$ cat config.mk
export PLATFORM = sky130hd
export DESIGN_NAME = glb_stream_loader_flat
export DESIGN_NICKNAME = d
export VERILOG_FILES = /design/src/rtl/gemm_pkg.sv /design/src/rtl/glb_stream_loader_if.sv /design/src/rtl/glb_skew_line.sv /design/src/rtl/glb_stream_loader.sv /design/src/flat_wrapper.sv
export SDC_FILE = /design/constraint.sdc
export NUM_CORES = 2
export LEC_CHECK = 0
export CORE_MARGIN = 4
export CORE_UTILIZATION = 40
export DETAILED_ROUTE_END_ITERATION = 12
export PLACE_DENSITY = 0.69
export SKIP_CTS_REPAIR_TIMING = 1
export SYNTH_ARGS = -nofsm -noshare
export SYNTH_HDL_FRONTEND = slang
export SYNTH_SLANG_ARGS = --single-unit
$ cat constraint.sdc
create_clock -name clk -period 25.6 [get_ports clk]
set_input_delay 5.12 -clock clk [delete_from_list [all_inputs] [get_ports clk]]
set_output_delay 5.12 -clock clk [all_outputs]
set_load 0.02 [all_outputs]
$ cat src/rtl/gemm_pkg.sv
// Shared definitions for the GLB stream loader: FSM encoding, lane width and lane slicing.
package gemm_pkg;

  localparam int unsigned LANE_W = 8;

  typedef enum logic [1:0] {
    ST_IDLE,
    ST_RUN,
    ST_DRAIN,
    ST_DONE
  } state_t;

  function automatic int unsigned lane_lsb(input int unsigned lane, input int unsigned width);
    return lane * width;
  endfunction

endpackage

$ cat src/rtl/glb_stream_loader_if.sv
// BRAM read port and GLB lane-FIFO write side seen by the stream loader.
interface glb_stream_loader_if #(
  parameter int unsigned DATA_WIDTH = 8,
  parameter int unsigned PE_SIZE    = 16,
  parameter int unsigned ADDR_WIDTH = 10
);
  logic [ADDR_WIDTH-1:0]         mem_addr0_o;
  logic                          mem_ce0_o;
  logic                          mem_we0_o;
  logic [PE_SIZE*DATA_WIDTH-1:0] mem_q0_i;
  logic [PE_SIZE-1:0]            fifo_full_i;
  logic [PE_SIZE-1:0]            wren_o;
  logic [PE_SIZE*DATA_WIDTH-1:0] wdata_o;

  modport master (
    output mem_addr0_o, mem_ce0_o, mem_we0_o, wren_o, wdata_o,
    input  mem_q0_i, fifo_full_i
  );

  modport slave (
    input  mem_addr0_o, mem_ce0_o, mem_we0_o, wren_o, wdata_o,
    output mem_q0_i, fifo_full_i
  );
endinterface

$ cat src/rtl/glb_skew_line.sv
// Per-lane {valid,data} delay line of fixed DEPTH, advancing on adv; bypass passes the input through.
module glb_skew_line #(
  parameter int unsigned DEPTH = 1,
  parameter int unsigned WIDTH = 8
) (
  input  logic             clk,
  input  logic             rst,
  input  logic             adv,
  input  logic             bypass,
  input  logic             in_valid,
  input  logic [WIDTH-1:0] in_data,
  output logic             out_valid,
  output logic [WIDTH-1:0] out_data
);

  if (DEPTH == 0) begin : g_pass
    logic unused_ctl;
    assign unused_ctl = ^{clk, rst, adv, bypass};
    assign out_valid  = in_valid;
    assign out_data   = in_data;
  end else begin : g_pipe
    logic [DEPTH-1:0] vld;
    logic [WIDTH-1:0] dat [DEPTH];

    // Only skewed traffic enters the stages, so a bypassed command never leaves stale valids behind.
    always_ff @(posedge clk) begin
      if (rst) begin
        vld <= '0;
        for (int unsigned i = 0; i < DEPTH; i++) dat[i] <= '0;
      end else if (adv) begin
        vld[0] <= in_valid & ~bypass;
        dat[0] <= in_data;
        for (int unsigned i = 1; i < DEPTH; i++) begin
          vld[i] <= vld[i-1];
          dat[i] <= dat[i-1];
        end
      end
    end

    assign out_valid = bypass ? in_valid : vld[DEPTH-1];
    assign out_data  = bypass ? in_data  : dat[DEPTH-1];
  end

endmodule

$ cat src/rtl/glb_stream_loader.sv
// Streams a run of BRAM words into the PE_SIZE GLB lane FIFOs with backpressure and optional skew.
module glb_stream_loader
  import gemm_pkg::*;
#(
  parameter int unsigned DATA_WIDTH = LANE_W,
  parameter int unsigned PE_SIZE    = 16,
  parameter int unsigned ADDR_WIDTH = 10,
  parameter int unsigned LEN_WIDTH  = 10
) (
  input  logic                  clk,
  input  logic                  rst,
  input  logic                  start_i,
  input  logic [ADDR_WIDTH-1:0] base_addr_i,
  input  logic [LEN_WIDTH-1:0]  len_i,
  input  logic                  skew_i,
  glb_stream_loader_if.master   bus,
  output logic                  busy_o,
  output logic                  done_o
);

  localparam int unsigned WORD_W = PE_SIZE * DATA_WIDTH;

  state_t                state;
  logic [ADDR_WIDTH-1:0] addr_q;
  logic [LEN_WIDTH-1:0]  rem_q;
  logic [LEN_WIDTH-1:0]  out_q;
  logic [LEN_WIDTH-1:0]  out_next;
  logic                  skew_q;
  logic                  rvalid_q;
  logic [1:0]            skid_cnt;
  logic [1:0]            occ;
  logic [WORD_W-1:0]     skid0;
  logic [WORD_W-1:0]     skid1;
  logic                  ready;
  logic                  skid_valid;
  logic                  pop;
  logic                  issue;
  logic [PE_SIZE-1:0]    lane_valid;

  assign ready      = ~|bus.fifo_full_i;
  assign skid_valid = (skid_cnt != 2'd0);
  assign pop        = ready & skid_valid;
  // Occupancy net of this cycle's pop keeps one word per cycle while ready holds.
  assign occ        = skid_cnt + {1'b0, rvalid_q} - {1'b0, pop};
  assign issue      = (state == ST_RUN) && !occ[1];

  assign bus.mem_ce0_o   = issue;
  assign bus.mem_addr0_o = addr_q;
  assign bus.mem_we0_o   = 1'b0;
  assign bus.wren_o      = {PE_SIZE{ready}} & lane_valid;

  // Words issued but not yet written on the deepest lane; zero means everything has drained.
  assign out_next = out_q + LEN_WIDTH'(issue) - LEN_WIDTH'(bus.wren_o[PE_SIZE-1]);

  always_ff @(posedge clk) begin
    if (rst) begin
      state  <= ST_IDLE;
      addr_q <= '0;
      rem_q  <= '0;
      out_q  <= '0;
      skew_q <= 1'b0;
      busy_o <= 1'b0;
      done_o <= 1'b0;
    end else begin
      done_o <= 1'b0;
      out_q  <= out_next;
      unique case (state)
        ST_IDLE: begin
          if (start_i) begin
            addr_q <= base_addr_i;
            rem_q  <= len_i;
            skew_q <= skew_i;
            if (len_i == '0) begin
              state  <= ST_DONE;
              done_o <= 1'b1;
            end else begin
              state  <= ST_RUN;
              busy_o <= 1'b1;
            end
          end
        end
        ST_RUN: begin
          if (issue) begin
            addr_q <= addr_q + ADDR_WIDTH'(1);
            rem_q  <= rem_q - LEN_WIDTH'(1);
            if (rem_q == LEN_WIDTH'(1)) state <= ST_DRAIN;
          end
        end
        ST_DRAIN: begin
          if (out_next == '0) begin
            state  <= ST_DONE;
            done_o <= 1'b1;
            busy_o <= 1'b0;
          end
        end
        ST_DONE: state <= ST_IDLE;
        default: state <= ST_IDLE;
      endcase
    end
  end

  always_ff @(posedge clk) begin
    if (rst) begin
      rvalid_q <= 1'b0;
      skid_cnt <= 2'd0;
      skid0    <= '0;
      skid1    <= '0;
    end else begin
      rvalid_q <= issue;
      unique case ({rvalid_q, pop})
        2'b01: begin
          skid0    <= skid1;
          skid_cnt <= skid_cnt - 2'd1;
        end
        2'b10: begin
          if (skid_cnt == 2'd0) skid0 <= bus.mem_q0_i;
          else                  skid1 <= bus.mem_q0_i;
          skid_cnt <= skid_cnt + 2'd1;
        end
        2'b11: begin
          if (skid_cnt == 2'd1) begin
            skid0 <= bus.mem_q0_i;
          end else begin
            skid0 <= skid1;
            skid1 <= bus.mem_q0_i;
          end
        end
        default: ;
      endcase
    end
  end

  for (genvar k = 0; k < PE_SIZE; k++) begin : g_lane
    glb_skew_line #(
      .DEPTH(k),
      .WIDTH(DATA_WIDTH)
    ) u_line (
      .clk      (clk),
      .rst      (rst),
      .adv      (ready),
      .bypass   (~skew_q),
      .in_valid (skid_valid),
      .in_data  (skid0[lane_lsb(k, DATA_WIDTH) +: DATA_WIDTH]),
      .out_valid(lane_valid[k]),
      .out_data (bus.wdata_o[lane_lsb(k, DATA_WIDTH) +: DATA_WIDTH])
    );
  end

endmodule

$ cat src/flat_wrapper.sv
// flat-port wrapper written by rule: the top's interface ports become plain ports
module glb_stream_loader_flat import gemm_pkg::*;
#(
  parameter int unsigned DATA_WIDTH = LANE_W,
  parameter int unsigned PE_SIZE    = 16,
  parameter int unsigned ADDR_WIDTH = 10,
  parameter int unsigned LEN_WIDTH  = 10
)
  (clk, rst, start_i, base_addr_i, len_i, skew_i, busy_o, done_o, bus_mem_addr0_o, bus_mem_ce0_o, bus_mem_we0_o, bus_wren_o, bus_wdata_o, bus_mem_q0_i, bus_fifo_full_i);
  glb_stream_loader_if #(.DATA_WIDTH(DATA_WIDTH), .PE_SIZE(PE_SIZE), .ADDR_WIDTH(ADDR_WIDTH)) bus_i ();
  input  logic clk;
  input  logic rst;
  input  logic start_i;
  input  logic [ADDR_WIDTH-1:0] base_addr_i;
  input  logic [LEN_WIDTH-1:0] len_i;
  input  logic skew_i;
  output logic busy_o;
  output logic done_o;
  output wire logic [$bits(bus_i.mem_addr0_o)-1:0] bus_mem_addr0_o;
  output wire logic [$bits(bus_i.mem_ce0_o)-1:0] bus_mem_ce0_o;
  output wire logic [$bits(bus_i.mem_we0_o)-1:0] bus_mem_we0_o;
  output wire logic [$bits(bus_i.wren_o)-1:0] bus_wren_o;
  output wire logic [$bits(bus_i.wdata_o)-1:0] bus_wdata_o;
  input wire logic [$bits(bus_i.mem_q0_i)-1:0] bus_mem_q0_i;
  input wire logic [$bits(bus_i.fifo_full_i)-1:0] bus_fifo_full_i;
  assign bus_mem_addr0_o = bus_i.mem_addr0_o;
  assign bus_mem_ce0_o = bus_i.mem_ce0_o;
  assign bus_mem_we0_o = bus_i.mem_we0_o;
  assign bus_wren_o = bus_i.wren_o;
  assign bus_wdata_o = bus_i.wdata_o;
  assign bus_i.mem_q0_i = bus_mem_q0_i;
  assign bus_i.fifo_full_i = bus_fifo_full_i;
  glb_stream_loader #(.DATA_WIDTH(DATA_WIDTH), .PE_SIZE(PE_SIZE), .ADDR_WIDTH(ADDR_WIDTH), .LEN_WIDTH(LEN_WIDTH)) u_core (.clk(clk), .rst(rst), .start_i(start_i), .base_addr_i(base_addr_i), .len_i(len_i), .skew_i(skew_i), .bus(bus_i), .busy_o(busy_o), .done_o(done_o));
endmodule
==> flow_summary.ini <==
[cts]
root_buffer = clkbuf_16
tritoncts = done
cts.sinks = 1269
cts.clk_slew.worst_paths_ns = 0.06
htreeDepth = 4
clk_latency_ns = 0.73
cts_buffers = 137
clock_path_buffers = 3

[drt]
vias = 28500
drt_wl_total_um = 101000
wire_per_inst_um = 17.7
drt_iter0_markers = 2403
drt-vias-per-instance = 4.99
drc = 0
drtPass1Iterations = 7
ant_nets = 0

[sta]
fmax_mhz = 73.2
tns_ns = 0
maxSlewViolCount = 0
skew_ns = 0.0285
finalCriticalPeriod_ns = 13.66
relSlewSlack_pct = 24.2
rsz0062_at_grt = false
finalHoldViolCount = 0
worstMarginPinSlew_ns = 1.14
setup_viol = 0
fin_crit_sh_pct = 53.4

[power]
power_switching_uw = 1490
seqPwrFrac_pct = 46.1
power_density_nw_per_um2 = 91.9
sw_frac_of_total_pct = 27.7
ir_drop_mv = 0.0589
power_leakage_uw = 0.0210
finalPower_uw = 5370
p_comb_share_pct = 17.6
clkPwrFrac_pct = 36.3
p_int_uw = 3880

[cells_and_area]
drive_gt1_share_pct = 8.87
final_common_cell = edfxtp_1
fin_area_um2 = 58400
final_core_util_pct = 47.9
final_cell_mix = 960 x edfxtp_1, 817 x and2_1, 323 x clkdlybuf4s50_1
nets = 4159
nFillCells = 10600
area_delta_synth_final_pct = 18.6

[hold_path]
hold_path_class = reg2reg
min_to = u_core.skid1[115]
min-delay-start = u_core.skid1[115]
hold_depth = 2

[place]
numPortBuffers = 324
place_hpwl_um = 55800
globalplace.congestion = 0.777
placed_area_um2 = 53900

[worst_setup_path]
rrSetupSlack_ns = 20.46
r2r-end = u_core.state[1]
crit_path_end_kind = output port
cp_data_arrival_time_ns = 8.54
crit_slowest_cell = clkdlybuf4s50_1
path_class = in2out
reg2regPathDepth = 19
cp-start-kind = input port
cp_data_required_time_ns = 20.48
slowest_delay_ns = 0.61
crit_chain = clkdlybuf4s50_1 > nor4_1 > nand4_1 > buf_4 > nor2_1 > inv_1 > ha_1 > nor2b_1 > xnor2_1 > nand2_1 > inv_1 > clkdlybuf4s50_1
reg2reg_from = u_core.skid_cnt[0]
cp_max_fo = 34
critPathBufInv = 5
cpLargestDelayFamily = buffers and inverters

[logic_synthesis]
yosys.area.top_type_share_pct = 58.5
syn_inst = 3729
avgSynthCellArea_um2 = 13.2
synth_nets = 3919
ys.warnings.count = 0
synth_enable_flop_cells = 960
synth-seq-area-share_pct = 71.1
ys.flop_type = edfxtp_1
yosysTopAreaCell = edfxtp_1
ys_types = 53
yosys-top-cells-area = edfxtp_1 59%, dfxtp_1 13%, and2_1 10%
netlist_area_um2 = 49300
synth-seq-cells = 1269
async_reset_ff_share_pct = 0

[floorplanning]
rows = 128
dieArea_um2 = 129000
fp.dieW_um = 359
fp.dieH_um = 359
start_util_pct = 40.4
core-area_um2 = 122000
ios = 326

[outcome]
status = finished, final reports clean

[global_route]
overflow = 0
grt_use_total_pct = 15.2
grt_max_degree = 312
grt_pass1_vias = 27400
antenna_found_initial = 14
grt_pass1_wl_um = 157000

[flow_run]
drv_cap = 0
==> worst max-delay path by stage <==
stage	endpoint	startpoint	depth (start not counted)
global route	bus_mem_ce0_o	bus_fifo_full_i[9]	12
global placement	bus_mem_ce0_o	bus_fifo_full_i[1]	12
floorplan	u_core.g_lane[10].u_line.g_pipe.dat[0][0]	bus_fifo_full_i[9]	4
detailed placement	bus_mem_ce0_o	bus_fifo_full_i[9]	12
finish	bus_mem_ce0_o	bus_fifo_full_i[9]	12
CTS	bus_mem_ce0_o	bus_fifo_full_i[9]	12
==> layout make-up <==
cell class,count,area (um^2),area share [%]
flip-flops and latches,1269,35000,59.9
multi-input cells,2160,13200,22.5
clock buffers,198,3910,6.70
repair buffers,355,3530,6.04
well taps,1625,2030,3.48
clock inverters,54,578,0.989
inverters,46,173,0.296
diodes,7,17.5,0.0300
==> worst register-to-register path: stages (launching register included) <==
cell,delay (ns)
dfxtp_1,0.39
inv_1,0.06
ha_1,0.37
nor2_1,0.50
inv_1,0.18
ha_1,0.37
nor2b_1,0.22
xnor2_1,0.18
nand2_1,0.18
ha_1,0.35
inv_1,0.05
ha_1,0.24
fa_1,0.44
a21oi_1,0.24
o21ai_0,0.13
a21oi_1,0.19
xor2_1,0.25
and4b_1,0.28
a31oi_1,0.13
o41ai_2,0.31
==> routing by layer <==
metal / part of all wire, % / global-route usage (%) / up-vias
met5: 0.023 / 0 / -
met4: 3.2 / 6.38 / 4
met3: 5.4 / 3.02 / 199
met2: 45 / 22.8 / 730
met1: 46 / 21.8 / 14000
li1: - / - / 13600
==> through the flow <==
stage,setup slack (ns),hold slack (ns),instances
2_1_floorplan,7.64,0.436,3729
3_3_place_gp,11.98,0.441,5455
3_5_place_dp,11.96,0.447,5455
4_1_cts,11.93,0.454,5707
5_1_grt,11.67,0.470,5712
6_report,11.94,0.453,5714
==> power groups by stage <==
stage / sequential [uW] / combinational, uW / clock [uW]
2_1_floorplan: 2530 / 596 / 0
3_3_place_gp: 2510 / 935 / 0
3_5_place_dp: 2520 / 953 / 0
4_1_cts: 2480 / 957 / 2010
5_1_grt: 2490 / 1030 / 2090
6_report: 2480 / 946 / 1950
==> state kept, by name, indices dropped and copies added (netlist names) <==
register	flops
u_core.skid_cnt	2
u_core.skid1	128
u_core.out_q	10
u_core.g_lane.u_line.g_pipe.vld	15
u_core.busy_o	1
u_core.bus.mem_addr0_o	10
u_core.done_o	1
u_core.state	2
u_core.g_lane.u_line.g_pipe.dat	960
u_core.rvalid_q	1
u_core.rem_q	10
u_core.skid0	128
u_core.skew_q	1
==> synth_stat cells, drive strengths merged, types with 2 or more instances <==
cell and number:
a211oi 11, a21o 2, a21oi 185, a221oi 129, a22oi 7, a311oi 2, a31oi 2, a41oi 2
and2 817, and4b 3, buf 26, clkbuf 228, dfxtp 309, edfxtp 960, ha 21, inv 45
mux2 120, mux2i 3, nand2 293, nand2b 3, nand3 14, nand4 5, nor2 187, nor2b 148
nor3 134, nor4 9, o21ai 22, o21bai 3, o22ai 4, o2bb2ai 3, o31ai 3, o32ai 2
o41ai 2, or3 3, xnor2 4, xor2 7
==> kinds of logic after synthesis <==
group	share of synthesized area, %
flops	71.1
mux	2.80
xor+xnor	0.196
other cells	0.00761
fa+ha+maj	0.574
simple gates	17.8
buf+inv	2.38
compound gates	5.19
(Power assumes the default switching activity.)
